<file path="src/rtl/cu_stage_sequencer_if.sv">
// cu_stage_sequencer_if
//   Bundles the control signals between the CU stage sequencer and its neighbours
//   (memfetch unit, instruction decoder, ALU, branch/jump resolution).
//   master : the stage sequencer (drives PC, phase, start strobes, status)
//   slave  : the surrounding CU logic (drives run, ready/done, redirect, halt)
interface cu_stage_sequencer_if;
    // Sequencer inputs
    logic        run;
    logic        IDU_ready;
    logic        ALU_done;
    logic [31:0] pc_increment;
    logic        jump_valid;
    logic [31:0] jump_target;
    logic        branch_taken;
    logic [31:0] branch_target;
    logic        halt_req;
    // Sequencer outputs
    logic [31:0] Cu_PC;
    logic [1:0]  phase;
    logic        memfetch_start;
    logic        decode_start;
    logic        CU_ready;
    logic        last_branch_state;
    logic        halted;
    logic        pc_fault;
    logic [31:0] instr_count;

    modport master (
        input  run, IDU_ready, ALU_done, pc_increment, jump_valid, jump_target,
               branch_taken, branch_target, halt_req,
        output Cu_PC, phase, memfetch_start, decode_start, CU_ready,
               last_branch_state, halted, pc_fault, instr_count
    );

    modport slave (
        output run, IDU_ready, ALU_done, pc_increment, jump_valid, jump_target,
               branch_taken, branch_target, halt_req,
        input  Cu_PC, phase, memfetch_start, decode_start, CU_ready,
               last_branch_state, halted, pc_fault, instr_count
    );
endinterface

</file>
<file path="src/rtl/cu_stage_sequencer.sv">
// cu_stage_sequencer
//   Sequences the CU through FETCH/DECODE/ISSUE/COMMIT, owns the program counter,
//   pulses the memfetch/decoder/ALU start strobes, applies jump/branch redirects and
//   stops permanently on halt requests or an illegal next PC.
// Ports
//   soc_clk : system clock, rising edge
//   reset   : asynchronous, active-low reset
//   bus     : cu_stage_sequencer_if.master
//             in : run, IDU_ready, ALU_done, pc_increment, jump_valid/jump_target,
//                  branch_taken/branch_target, halt_req
//             out: Cu_PC, phase, memfetch_start, decode_start, CU_ready,
//                  last_branch_state, halted, pc_fault, instr_count (all registered)
module cu_stage_sequencer #(
    parameter logic [31:0] PC_RESET = 32'h0000_0000,
    parameter int unsigned PC_LIMIT = 512
) (
    input  logic                   soc_clk,
    input  logic                   reset,
    cu_stage_sequencer_if.master   bus
);

    localparam logic [2:0] StIdle   = 3'd0;
    localparam logic [2:0] StFetch  = 3'd1;
    localparam logic [2:0] StDecode = 3'd2;
    localparam logic [2:0] StIssue  = 3'd3;
    localparam logic [2:0] StCommit = 3'd4;
    localparam logic [2:0] StHalt   = 3'd5;

    localparam logic [31:0] PcLimit = 32'(PC_LIMIT);

    logic [2:0]  state_q, state_d;
    logic [31:0] pc_q, pc_d;
    logic [31:0] cnt_q, cnt_d;
    logic        lbs_q, lbs_d;
    logic        fault_q, fault_d;
    logic [1:0]  phase_q, phase_d;
    logic        fetch_q, fetch_d;
    logic        dec_q, dec_d;
    logic        rdy_q, rdy_d;
    logic        halted_q, halted_d;

    logic [31:0] next_pc;
    logic        pc_bad;

    // Jump outranks branch; sequential path wraps at 32 bits.
    always_comb begin
        if (bus.jump_valid) begin
            next_pc = bus.jump_target;
        end else if (bus.branch_taken) begin
            next_pc = bus.branch_target;
        end else begin
            next_pc = pc_q + bus.pc_increment;
        end
        pc_bad = (next_pc >= PcLimit) || (next_pc[1:0] != 2'b00);
    end

    always_comb begin
        state_d = state_q;
        pc_d    = pc_q;
        cnt_d   = cnt_q;
        lbs_d   = lbs_q;
        fault_d = fault_q;

        case (state_q)
            StIdle:   if (bus.run) state_d = StFetch;
            StFetch:  state_d = StDecode;
            StDecode: if (bus.IDU_ready) state_d = StIssue;
            StIssue:  state_d = StCommit;
            StCommit: begin
                if (bus.ALU_done) begin
                    if (pc_bad) begin
                        state_d = StHalt;
                        fault_d = 1'b1;
                    end else begin
                        pc_d    = next_pc;
                        cnt_d   = cnt_q + 32'd1;
                        if (!bus.jump_valid) lbs_d = bus.branch_taken;
                        state_d = bus.run ? StFetch : StIdle;
                    end
                end
            end
            StHalt:   state_d = StHalt;
            default:  state_d = StIdle;
        endcase

        // An external halt overrides everything, including a retire in the same cycle.
        if (bus.halt_req && (state_q != StIdle)) begin
            state_d = StHalt;
            pc_d    = pc_q;
            cnt_d   = cnt_q;
            lbs_d   = lbs_q;
            fault_d = fault_q;
        end
    end

    // Outputs are decoded from the next state so they are registered yet aligned with it.
    always_comb begin
        case (state_d)
            StDecode: phase_d = 2'd1;
            StIssue:  phase_d = 2'd2;
            StCommit: phase_d = 2'd3;
            default:  phase_d = 2'd0;
        endcase
        fetch_d  = (state_d == StFetch);
        dec_d    = (state_d == StDecode) && (state_q != StDecode);
        rdy_d    = (state_d == StIssue);
        halted_d = (state_d == StHalt);
    end

    always_ff @(posedge soc_clk or negedge reset) begin
        if (!reset) begin
            state_q  <= StIdle;
            pc_q     <= PC_RESET;
            cnt_q    <= 32'd0;
            lbs_q    <= 1'b0;
            fault_q  <= 1'b0;
            phase_q  <= 2'd0;
            fetch_q  <= 1'b0;
            dec_q    <= 1'b0;
            rdy_q    <= 1'b0;
            halted_q <= 1'b0;
        end else begin
            state_q  <= state_d;
            pc_q     <= pc_d;
            cnt_q    <= cnt_d;
            lbs_q    <= lbs_d;
            fault_q  <= fault_d;
            phase_q  <= phase_d;
            fetch_q  <= fetch_d;
            dec_q    <= dec_d;
            rdy_q    <= rdy_d;
            halted_q <= halted_d;
        end
    end

    assign bus.Cu_PC             = pc_q;
    assign bus.phase             = phase_q;
    assign bus.memfetch_start    = fetch_q;
    assign bus.decode_start      = dec_q;
    assign bus.CU_ready          = rdy_q;
    assign bus.last_branch_state = lbs_q;
    assign bus.halted            = halted_q;
    assign bus.pc_fault          = fault_q;
    assign bus.instr_count       = cnt_q;

endmodule

</file>
<file path="src/flat_wrapper.sv">
// flat-port wrapper written by rule: the top's interface ports become plain ports
module cu_stage_sequencer_flat 
#(
    parameter logic [31:0] PC_RESET = 32'h0000_0000,
    parameter int unsigned PC_LIMIT = 512
)
  (soc_clk, reset, bus_run, bus_IDU_ready, bus_ALU_done, bus_pc_increment, bus_jump_valid, bus_jump_target, bus_branch_taken, bus_branch_target, bus_halt_req, bus_Cu_PC, bus_phase, bus_memfetch_start, bus_decode_start, bus_CU_ready, bus_last_branch_state, bus_halted, bus_pc_fault, bus_instr_count);
  cu_stage_sequencer_if bus_i ();
  input  logic soc_clk;
  input  logic reset;
  input wire logic [$bits(bus_i.run)-1:0] bus_run;
  input wire logic [$bits(bus_i.IDU_ready)-1:0] bus_IDU_ready;
  input wire logic [$bits(bus_i.ALU_done)-1:0] bus_ALU_done;
  input wire logic [$bits(bus_i.pc_increment)-1:0] bus_pc_increment;
  input wire logic [$bits(bus_i.jump_valid)-1:0] bus_jump_valid;
  input wire logic [$bits(bus_i.jump_target)-1:0] bus_jump_target;
  input wire logic [$bits(bus_i.branch_taken)-1:0] bus_branch_taken;
  input wire logic [$bits(bus_i.branch_target)-1:0] bus_branch_target;
  input wire logic [$bits(bus_i.halt_req)-1:0] bus_halt_req;
  output wire logic [$bits(bus_i.Cu_PC)-1:0] bus_Cu_PC;
  output wire logic [$bits(bus_i.phase)-1:0] bus_phase;
  output wire logic [$bits(bus_i.memfetch_start)-1:0] bus_memfetch_start;
  output wire logic [$bits(bus_i.decode_start)-1:0] bus_decode_start;
  output wire logic [$bits(bus_i.CU_ready)-1:0] bus_CU_ready;
  output wire logic [$bits(bus_i.last_branch_state)-1:0] bus_last_branch_state;
  output wire logic [$bits(bus_i.halted)-1:0] bus_halted;
  output wire logic [$bits(bus_i.pc_fault)-1:0] bus_pc_fault;
  output wire logic [$bits(bus_i.instr_count)-1:0] bus_instr_count;
  assign bus_i.run = bus_run;
  assign bus_i.IDU_ready = bus_IDU_ready;
  assign bus_i.ALU_done = bus_ALU_done;
  assign bus_i.pc_increment = bus_pc_increment;
  assign bus_i.jump_valid = bus_jump_valid;
  assign bus_i.jump_target = bus_jump_target;
  assign bus_i.branch_taken = bus_branch_taken;
  assign bus_i.branch_target = bus_branch_target;
  assign bus_i.halt_req = bus_halt_req;
  assign bus_Cu_PC = bus_i.Cu_PC;
  assign bus_phase = bus_i.phase;
  assign bus_memfetch_start = bus_i.memfetch_start;
  assign bus_decode_start = bus_i.decode_start;
  assign bus_CU_ready = bus_i.CU_ready;
  assign bus_last_branch_state = bus_i.last_branch_state;
  assign bus_halted = bus_i.halted;
  assign bus_pc_fault = bus_i.pc_fault;
  assign bus_instr_count = bus_i.instr_count;
  cu_stage_sequencer #(.PC_RESET(PC_RESET), .PC_LIMIT(PC_LIMIT)) u_core (.soc_clk(soc_clk), .reset(reset), .bus(bus_i));
endmodule
</file>
<file path="config.mk">
export PLATFORM = sky130hd
export DESIGN_NAME = cu_stage_sequencer_flat
export DESIGN_NICKNAME = d
export VERILOG_FILES = /design/src/rtl/cu_stage_sequencer_if.sv /design/src/rtl/cu_stage_sequencer.sv /design/src/flat_wrapper.sv
export SDC_FILE = /design/constraint.sdc
export NUM_CORES = 1
export LEC_CHECK = 0
export BUFFER_PORTS_ARGS = -buffer_cell sky130_fd_sc_hd__buf_2
export CAP_MARGIN = 10
export CORE_ASPECT_RATIO = 0.75
export CORE_MARGIN = 3
export CORE_UTILIZATION = 35
export CTS_CLUSTER_DIAMETER = 80
export DETAILED_ROUTE_END_ITERATION = 6
export HOLD_SLACK_MARGIN = 0.15
export SLEW_MARGIN = 30
export SYNTH_ARGS = -nofsm -noshare
export SYNTH_HDL_FRONTEND = slang
export SYNTH_SLANG_ARGS = --single-unit
</file>
<file path="constraint.sdc">
create_clock -name soc_clk -period 5.3 [get_ports soc_clk]
set_clock_uncertainty 0.15 [all_clocks]
set_input_delay 1.06 -clock soc_clk [delete_from_list [all_inputs] [get_ports soc_clk]]
set_output_delay 1.06 -clock soc_clk [all_outputs]
set_load 0.02 [all_outputs]
</file>
# ---- Yosys cells after proc, flatten, opt, wreduce, memory -nomap -nowiden
# Cells that the tools add are included.
dict set report op_classes {
  n_addsub 2
  order_cmp 1
  eq_ne 11
  n_mux 10
  bitwise 3
  reduce_logical 9
}
# operator n
set op_table {}
lappend op_table {{$mux W32} 2}
lappend op_table {{$add A32 B1 Y32 const B} 1}
lappend op_table {{$add A32 B32 Y32} 1}
lappend op_table {{$ge A32 B10 Y1 const B} 1}
lappend op_table {{$pmux W3 S6} 1}
lappend op_table {{$mux W3} 5}
lappend op_table {{$eq A3 B2 Y1 const B} 4}
lappend op_table {{$eq A3 B3 Y1 const B} 4}
lappend op_table {{$reduce_and A4 Y1} 2}
lappend op_table {{$eq A3 B1 Y1 const B} 2}
lappend op_table {{$pmux W2 S3} 1}
lappend op_table {{$reduce_and A5 Y1} 1}
lappend op_table {{$logic_not A3 Y1} 1}
lappend op_table {{$ne A3 B2 Y1 const B} 1}
lappend op_table {{$not A1 Y1} 3}
lappend op_table {{$reduce_bool A3 Y1} 1}
lappend op_table {{$logic_and A1 B1 Y1} 2}
lappend op_table {{$reduce_bool A2 Y1} 1}
lappend op_table {{$logic_or A1 B1 Y1} 1}
lappend op_table {{$mux W1} 1}
dict set report word_totals {
  reg_bits 75
  inputBits 104
  out_inout_bits 72
}

# ---- Longest topological paths before layout
# Gate-level depths: netlist of the first run.
dict set report logic_depth {
  word_depth 11
  mapped_depth 15
  ltp_nobuf 13
}

# ---- Worst setup path after synthesis of the first run
# Ideal clock, no wire load.
dict set report synth_path {
  kind {in2reg}
  from {in bus_pc_increment[0]}
  to {reg u_core.cnt_q[16], in the netlist u_core.bus.instr_count[16]}
  setup_ps 130
  arrival_time_ps 4510
  required_ps 5020
  setup_slack_ps 510
  path_stages 12
  path_buffers 0
  path_cell_list {ha_1 > fa_1 > or4_1 > a32oi_1 > o211ai_1 > nor3_1 > nand4_1 > or4_4 > a2111oi_4 > nand3_4 > or4_4 > xnor2_2}
}
dict set report synth_via {
  elab_chain_cells 7
  elab_cells_between_ends 8
}
# item line_no
set synth_rtl {}
lappend synth_rtl {{start, declared} flat_wrapper.sv:14} ;# input wire logic [$bits(bus_i.pc_increment)-1:0] bus_pc_increment;
lappend synth_rtl {{$add A32 B32 Y32 *} cu_stage_sequencer.sv:52} ;# next_pc = pc_q + bus.pc_increment;
lappend synth_rtl {{$mux W32 *} cu_stage_sequencer.sv:49} ;# end else if (bus.branch_taken) begin
lappend synth_rtl {{$mux W32 *} cu_stage_sequencer.sv:47} ;# if (bus.jump_valid) begin
lappend synth_rtl {{$ge A32 B10 Y1 or $reduce_bool A2 Y1 (tied branches)} cu_stage_sequencer.sv:54} ;# pc_bad = (next_pc >= PcLimit) || (next_pc[1:0] != 2'b00);
lappend synth_rtl {{$logic_or A1 B1 Y1 *} cu_stage_sequencer.sv:54}
lappend synth_rtl {{$not A1 Y1 (no line) *} -}
lappend synth_rtl {{$reduce_and A4 Y1 (no line) *} -}
lappend synth_rtl {{end signal, assigned} cu_stage_sequencer.sv:125} ;# cnt_q <= cnt_d;
lappend synth_rtl {{end, declared} cu_stage_sequencer.sv:33} ;# logic [31:0] cnt_q, cnt_d;
# Every way passes the cells marked *; elsewhere a longest branch is shown, timed or not.
# A chain may end at the register's enable or synchronous reset.

# ---- Worst setup path in the final report of the first run
dict set report layout_path {
  from {in bus_pc_increment[0]}
  to {reg u_core.cnt_q[9], in the netlist u_core.bus.instr_count[9]}
}
# Same word-level chain as after synthesis.

==> run summary, run 1 <==
maximum clock path buffer count - 2
Arr. time, crit path - 4.91 ns
Endpoint, Worst Hold - u_core.bus.instr_count[31]
Multi-input gate area - 0.00349 mm²
flops & latches, synth - 75
setup bufs post-CTS - 0
clk_lat worst skew - 0.34 ns
FILL cells - 1555
Cell Pwr Density - 211 mW/mm²
number of global-route vias before repair - 5312
Final setup viols - 0
kind of critical path - input pin to register
pin count of the biggest net entering global routing - 76
post-DP HPWL - 14400 µm
Hold Startpoint - u_core.bus.instr_count[31]
Leak - 3.56 nW
# IOs - 176
number of enable flip-flop cells after synthesis - 0
Synth top area share - 33.8%
R2R Path Start - u_core.bus.Cu_PC[0]
Hold Fails Final Rpt - 0
Post-Route WL - 18300 µm
post-synth cell types - 67
initial antenna violation count - 0
cells after synthesis - 653
core footprint - 0.0154 mm²
Avg Cell Area, Syn - 8.51 µm²
DIE AREA - 0.0174 mm²
Placer Congestion - 0.999
Initial Util - 36.2%
die width - 152 µm
crit-path max FO - 30
sequential area share after synthesis - 33.8%
Req. time, crit path - 5.42 ns
layout cell share with drive strength beyond 1 - 27.9%
clk root buf - clkbuf_16
Ys Warns - 0
Num Clock Sinks - 75
vias per cell - 5.44
Setup crit end kind - register
max_slew headroom - 27.5%
Async S/R FF share, synth - 100%
placed cell count - 1025
worst slack at placement - 0.169 ns
Slew Viols, Final - 0
Reg2Reg Depth - 14
net count after synthesis - 790
routing usage on met2 - 29.8%
unrepaired setup endpoints after global routing - no
MaxCap Viol Count - 0
Hold Path Stages - 1
total power draw - 1.50 mW
Vias - 5659
All-Layer GR Usage - 21.4%
global route overflow - 0
Die H - 115 µm
Area contributors post-synth - dfrtp_1 (34%), ha_1 (7.2%), nand2_1 (4.5%)
# rows - 39
grt peak-use layer - met1
port bufs - 175
period utilization - 90.4%
area delta synth->final - 27.8%
Layout Nets - 968
Period minus WS final - 4.79 ns
first-pass GRT wire length - 29100 µm
Top FF cell, synth - dfrtp_1
f_max - 209 MHz
FF-to-FF End - u_core.bus.instr_count[9]
CTS tree - built
CTS Buf Count - 9
post-CTS sizing - 0
H-tree level count - 3
Hold Path Class - register to register
run status - finished, final reports clean
met1 usage - 32.7%
Final Non-Filler Cells - 1041
post-synth top area cell - dfrtp_1
r2r setup slk - 0.90 ns
WL/cell - 17.6 µm
worst-margin pin slew - 1.07 ns
total negative slack - 0 ns
worst hold slack - 0.318 ns
FF+latch area - 0.00188 mm²
# hold bufs at CTS - 0
peak supply drop - 140 µV
final worst setup slack - 0.510 ns
startpoint types - input pin
DRC violations left - 0
GR met3 Demand/Resource - 5.87%
post-synth design cell area - 0.00556 mm²
Reg clk slew, reported paths - 0.06 ns
ANT nets after route - 0
initial drt markers - 604
Ant. Diodes - 0
DR pass1 iterations - 5
## synthesized netlist by cell type (12+ instances only)
library cell  number
a21oi_1           44
and2_1            31
clkbuf_1          26
dfrtp_1           75
ha_1              32
inv_1             16
nand2_1           66
nand3_1           19
nand4_1           22
nor2_1            42
nor3_1            36
nor4_1            15
o21a_1            12
o21ai_0           34
xnor2_1           19
xor2_1            27
## routing by layer
metal  wire, µm  up-vias  part of all wire, %
met4        172        0                 0.94
met1       9040     2617                   49
met5          0        -                    0
met2       7570      256                   41
li1           -     2774                    -
met3       1560       12                  8.5
## per-stage QoR
step | util [%] | area, µm²
final | 46.2 | 7100
after global routing | 46.2 | 7100
after CTS | 46.2 | 7100
after detailed placement | 43.9 | 6740
after global placement | 43.8 | 6740
after floorplan | - | 5560
## cell families (layout without fill, tap and decap cells)
group	after synthesis	count (layout)	share of synthesized area, %
simple gates	277	277	26.2
compound gates	161	161	19.1
flops	75	75	33.8
xor+xnor	47	47	7.54
buf+inv	47	230	3.38
fa+ha+maj	34	34	7.74
mux	12	12	2.27
## critical path, cell delays in order
cell      delay, ns
buf_2          0.11
ha_1           0.20
fa_1           0.42
a21oi_1        0.29
o21ai_0        0.14
o22ai_1        0.34
o21ai_0        0.17
xnor2_1        0.15
o311ai_0       0.36
o41ai_1        0.53
o211a_1        0.37
nand3_1        0.14
buf_4          0.27
nor3_1         0.20
xor2_1         0.17
## sequential cells by signal (all words and copies together), names as in the netlist
signal / count
u_core.bus.halted: 1
u_core.state_q: 3
u_core.bus.Cu_PC: 32
u_core.bus.decode_start: 1
u_core.bus.memfetch_start: 1
u_core.bus.last_branch_state: 1
u_core.bus.pc_fault: 1
u_core.bus.CU_ready: 1
u_core.bus.instr_count: 32
u_core.bus.phase: 2
## report_power, final
group	switching [mW]	internal (mW)	leakage (nW)
sequential	0.00239	0.576	1.00
clock	0.253	0.488	0.176
combinational	0.105	0.0722	2.38
## area by class of cell
| type | instances | area share, % |
|---|---|---|
| clock inverters | 5 | 1.51 |
| inverters | 16 | 0.846 |
| repair buffers | 198 | 14.8 |
| flip-flops and latches | 75 | 26.4 |
| multi-input cells | 531 | 49.2 |
| well taps | 205 | 3.61 |
| clock buffers | 11 | 3.56 |
## layout by cell type, fill, tap and decap left out, drive strengths merged, types with 17 or more instances in the layout
master    n
and2     31
nand4    22
nor3     37
dfrtp    75
inv      17
o21ai    36
xor2     27
nand2    67
a21oi    44
buf     198
nand3    20
nor2     42
nor4     17
xnor2    20
ha       32
## how the worst max path moves through the flow
stage	startpoint	endpoint	slack, ns	cells after the start
floorplan	bus_pc_increment[0]	u_core.bus.instr_count[16]	0.51	12
global placement	bus_pc_increment[0]	u_core.bus.instr_count[26]	0.29	15
detailed placement	bus_pc_increment[0]	u_core.bus.instr_count[26]	0.17	15
CTS	bus_pc_increment[0]	u_core.bus.instr_count[25]	0.54	15
global route	bus_pc_increment[0]	u_core.bus.instr_count[6]	0.19	15
finish	bus_pc_increment[0]	u_core.bus.instr_count[9]	0.51	15
Note: power is estimated with default switching activity, not from simulation.
==> run 2, diff against run 1 <==
--- a/config.mk
+++ b/config.mk
@@ -5,14 +5,16 @@
 export SDC_FILE = /design/constraint.sdc
 export NUM_CORES = 1
 export LEC_CHECK = 0
+export ABC_AREA = 1
 export BUFFER_PORTS_ARGS = -buffer_cell sky130_fd_sc_hd__buf_2
 export CAP_MARGIN = 10
 export CORE_ASPECT_RATIO = 0.75
 export CORE_MARGIN = 3
-export CORE_UTILIZATION = 35
+export CORE_UTILIZATION = 47
 export CTS_CLUSTER_DIAMETER = 80
 export DETAILED_ROUTE_END_ITERATION = 6
 export HOLD_SLACK_MARGIN = 0.15
+export PLACE_DENSITY = 0.72
 export SLEW_MARGIN = 30
 export SYNTH_ARGS = -nofsm -noshare
 export SYNTH_HDL_FRONTEND = slang
==> run 2 against run 1 <==
  * Clock power decreased by 13%
  * Hold slack gained 0.016 ns
  * Flip-flop and latch count is the same
  * Register-to-register slack improved by 0.53 ns
  * Via count is 35% higher
  * Routed wire length grew 25%
  * Critical path depth grew 6
  * First-iteration DRC count grew 3.5%
  * Setup slack gained 0.53 ns
  * Sequential power up 5.7%
  * Synthesized cell count grew 73%
==> run summary, run 2 <==
total power draw - 1.65 mW
Async S/R FF share, synth - 100%
max_slew headroom - 46.6%
count leader, synth - nand2_1
cells after synthesis - 1132
worst hold slack - 0.334 ns
kind of critical path - input pin to register
DR pass1 iterations - 5
sequential area share after synthesis - 28.0%
DRC violations left - 0
WL/cell - 15.5 µm
net count after synthesis - 1269
initial antenna violation count - 0
Arr. time, crit path - 4.34 ns
total negative slack - 0 ns
Leak - 4.64 nW
Worst Path Buf+Inv - 3
Crit path top cell by count - nand2_1
post-synth top area cell - dfrtp_1
crit-path max FO - 41
most common cell after layout, fill and taps aside - nand2_1
Ys Warns - 0
global route overflow - 0
Die H - 109 µm
r2r setup slk - 1.43 ns
critical-path cell list - buf_2, ha_1, fa_1, nand2_1, a21oi_2, nand2_1, nand2_1, nand2_1, nand3_1, a21o_1, nand2_1, nand3_1, nand2_1, nand2_1, nor2_2, nand3_2, nor3_4, buf_4, nand2_1, o21ai_0, inv_1
Post-Route WL - 22900 µm
number of enable flip-flop cells after synthesis - 0
port bufs - 175
slowest stage delay, CP - 0.43 ns
pin count of the biggest net entering global routing - 76
worst-margin pin slew - 0.800 ns
Req. time, crit path - 5.38 ns
ANT nets after route - 0
# hold bufs at CTS - 0
period utilization - 80.3%
layout cell share with drive strength beyond 1 - 16.2%
post-CTS sizing - 0
Ant. Diodes - 0
peak supply drop - 181 µV
Hold Startpoint - u_core.bus.pc_fault
top cell family by delay on the critical path - simple AND/OR/NAND/NOR gates
Period minus WS final - 4.26 ns
initial drt markers - 625
most frequent cells in the layout - nand2_1 (430), buf_2 (174), inv_1 (173)
Avg Cell Area, Syn - 5.92 µm²
flops & latches, synth - 75
H-tree level count - 3
DIE AREA - 0.0158 mm²
Final setup viols - 0
Top FF cell, synth - dfrtp_1
Hold Fails Final Rpt - 0
Final Util - 58.0%
CTS Buf Count - 9
run status - finished, final reports clean
setup bufs post-CTS - 0
first-pass GRT wire length - 35700 µm
placed instance area - 0.00772 mm²
Placer Congestion - 0.969
Reg2Reg Depth - 20
# rows - 37
FF-to-FF End - u_core.bus.Cu_PC[4]
Commonest cells post-synth - nand2_1 (430), inv_1 (173), nor2_1 (153)
Initial Util - 48.4%
Reg clk slew, reported paths - 0.06 ns
Vias - 7624
post-synth cell types - 39
startpoint types - input pin
clk root buf - clkbuf_16
Area contributors post-synth - dfrtp_1 (28%), nand2_1 (24%), inv_1 (9.7%)
post-route cell area - 0.00803 mm²
unrepaired setup endpoints after global routing - no
MaxCap Viol Count - 0
post-synth design cell area - 0.00671 mm²
area delta synth->final - 19.8%
Hold Path Class - register to register
Synth top area share - 28.0%
maximum clock path buffer count - 2
Slew Viols, Final - 0
Hold Path Stages - 1
Layout Nets - 1435
R2R Path Start - u_core.bus.Cu_PC[0]
All-Layer GR Usage - 29.2%
Crit path depth - 21
f_max - 235 MHz
post-DP HPWL - 18400 µm
core footprint - 0.0138 mm²
number of global-route vias before repair - 6993
die width - 144 µm
Cell Pwr Density - 205 mW/mm²
critical path's slowest cell - fa_1
CTS tree - built
Endpoint, Worst Hold - u_core.bus.pc_fault
Setup crit end kind - register
# IOs - 176
clk_lat worst skew - 0.35 ns
vias per cell - 5.16
Num Clock Sinks - 75
==> run 2: changes by cell type after synthesis, sizes merged, moves of 18 or more <==
cell	previous run	this run
inv	16	180
nor2	42	158
nand2	67	430
and2	31	3
nand3	20	62
clkbuf	26	8
==> run 2: metrics by stage <==
step	setup slack (ns)	std cells
after floorplan	1.56	1132
after global routing	0.780	1478
final	1.04	1478
after global placement	0.781	1462
after CTS	1.07	1478
after detailed placement	0.768	1462
==> run 2: worst max path at each step <==
stage	start	endpoint	slack (ns)
after global placement	bus_pc_increment[0]	u_core.bus.last_branch_state	0.78
after detailed placement	bus_pc_increment[0]	u_core.bus.Cu_PC[4]	0.77
after floorplan	bus_pc_increment[0]	u_core.bus.instr_count[21]	1.56
after CTS	bus_pc_increment[0]	u_core.bus.Cu_PC[4]	1.07
after global routing	bus_pc_increment[0]	u_core.bus.Cu_PC[4]	0.78
final	bus_pc_increment[0]	u_core.bus.Cu_PC[4]	1.04
==> run 2: per-layer routing <==
metal / wire (µm) / GRT usage, % / part of all wire [%]
met1: 11700 / 46.1 / 51
met2: 8540 / 39.3 / 37
met3: 2350 / 7.39 / 10
met4: 317 / 5.91 / 1.4
met5: 0 / 0 / 0
==> run 2: cell type report <==
type / count / area [µm²]
Tap cell: 175 / 219
Clock inverter: 5 / 61.3
Fill cell: 1397 / 5810
Multi-Input combinational cell: 852 / 4040
Sequential cell: 75 / 1880
Timing Repair Buffer: 178 / 905
Clock buffer: 11 / 243
Inverter: 182 / 684
==> run 2: where the power goes <==
| group | internal [mW] | switching, mW |
|---|---|---|
| logic | 0.135 | 0.253 |
| registers | 0.598 | 0.0137 |
| clock network | 0.380 | 0.267 |
| total | 1.11 | 0.535 |
==> run 2: worst register-to-register path, stage by stage (launching register included) <==
cell and delay, ns:
dfrtp_1 0.41, ha_1 0.28, fa_1 0.44, nand2_1 0.14, a21oi_2 0.10, nand2_1 0.07
nand2_1 0.17, nand2_1 0.17, nand3_1 0.14, a21o_1 0.18, nand2_1 0.05, nand3_1 0.10
nand2_1 0.10, nand2_1 0.08, nor2_2 0.17, nand3_2 0.17, nor3_4 0.14, buf_4 0.39
nand2_1 0.15, o21ai_0 0.12, inv_1 0.06
==> run 2: kinds of logic (layout without fill, tap and decap cells) <==
| family | after synthesis | in the layout | share of synthesized area (%) |
|---|---|---|---|
| XOR/XNOR | 36 | 36 | 4.70 |
| adder cells (fa/ha/maj) | 33 | 33 | 6.27 |
| AND/OR/NAND/NOR | 712 | 712 | 43.5 |
| AO/OA/AOI/OAI | 71 | 71 | 5.75 |
| buffers and inverters | 205 | 376 | 11.8 |
| flip-flops | 75 | 75 | 28.0 |
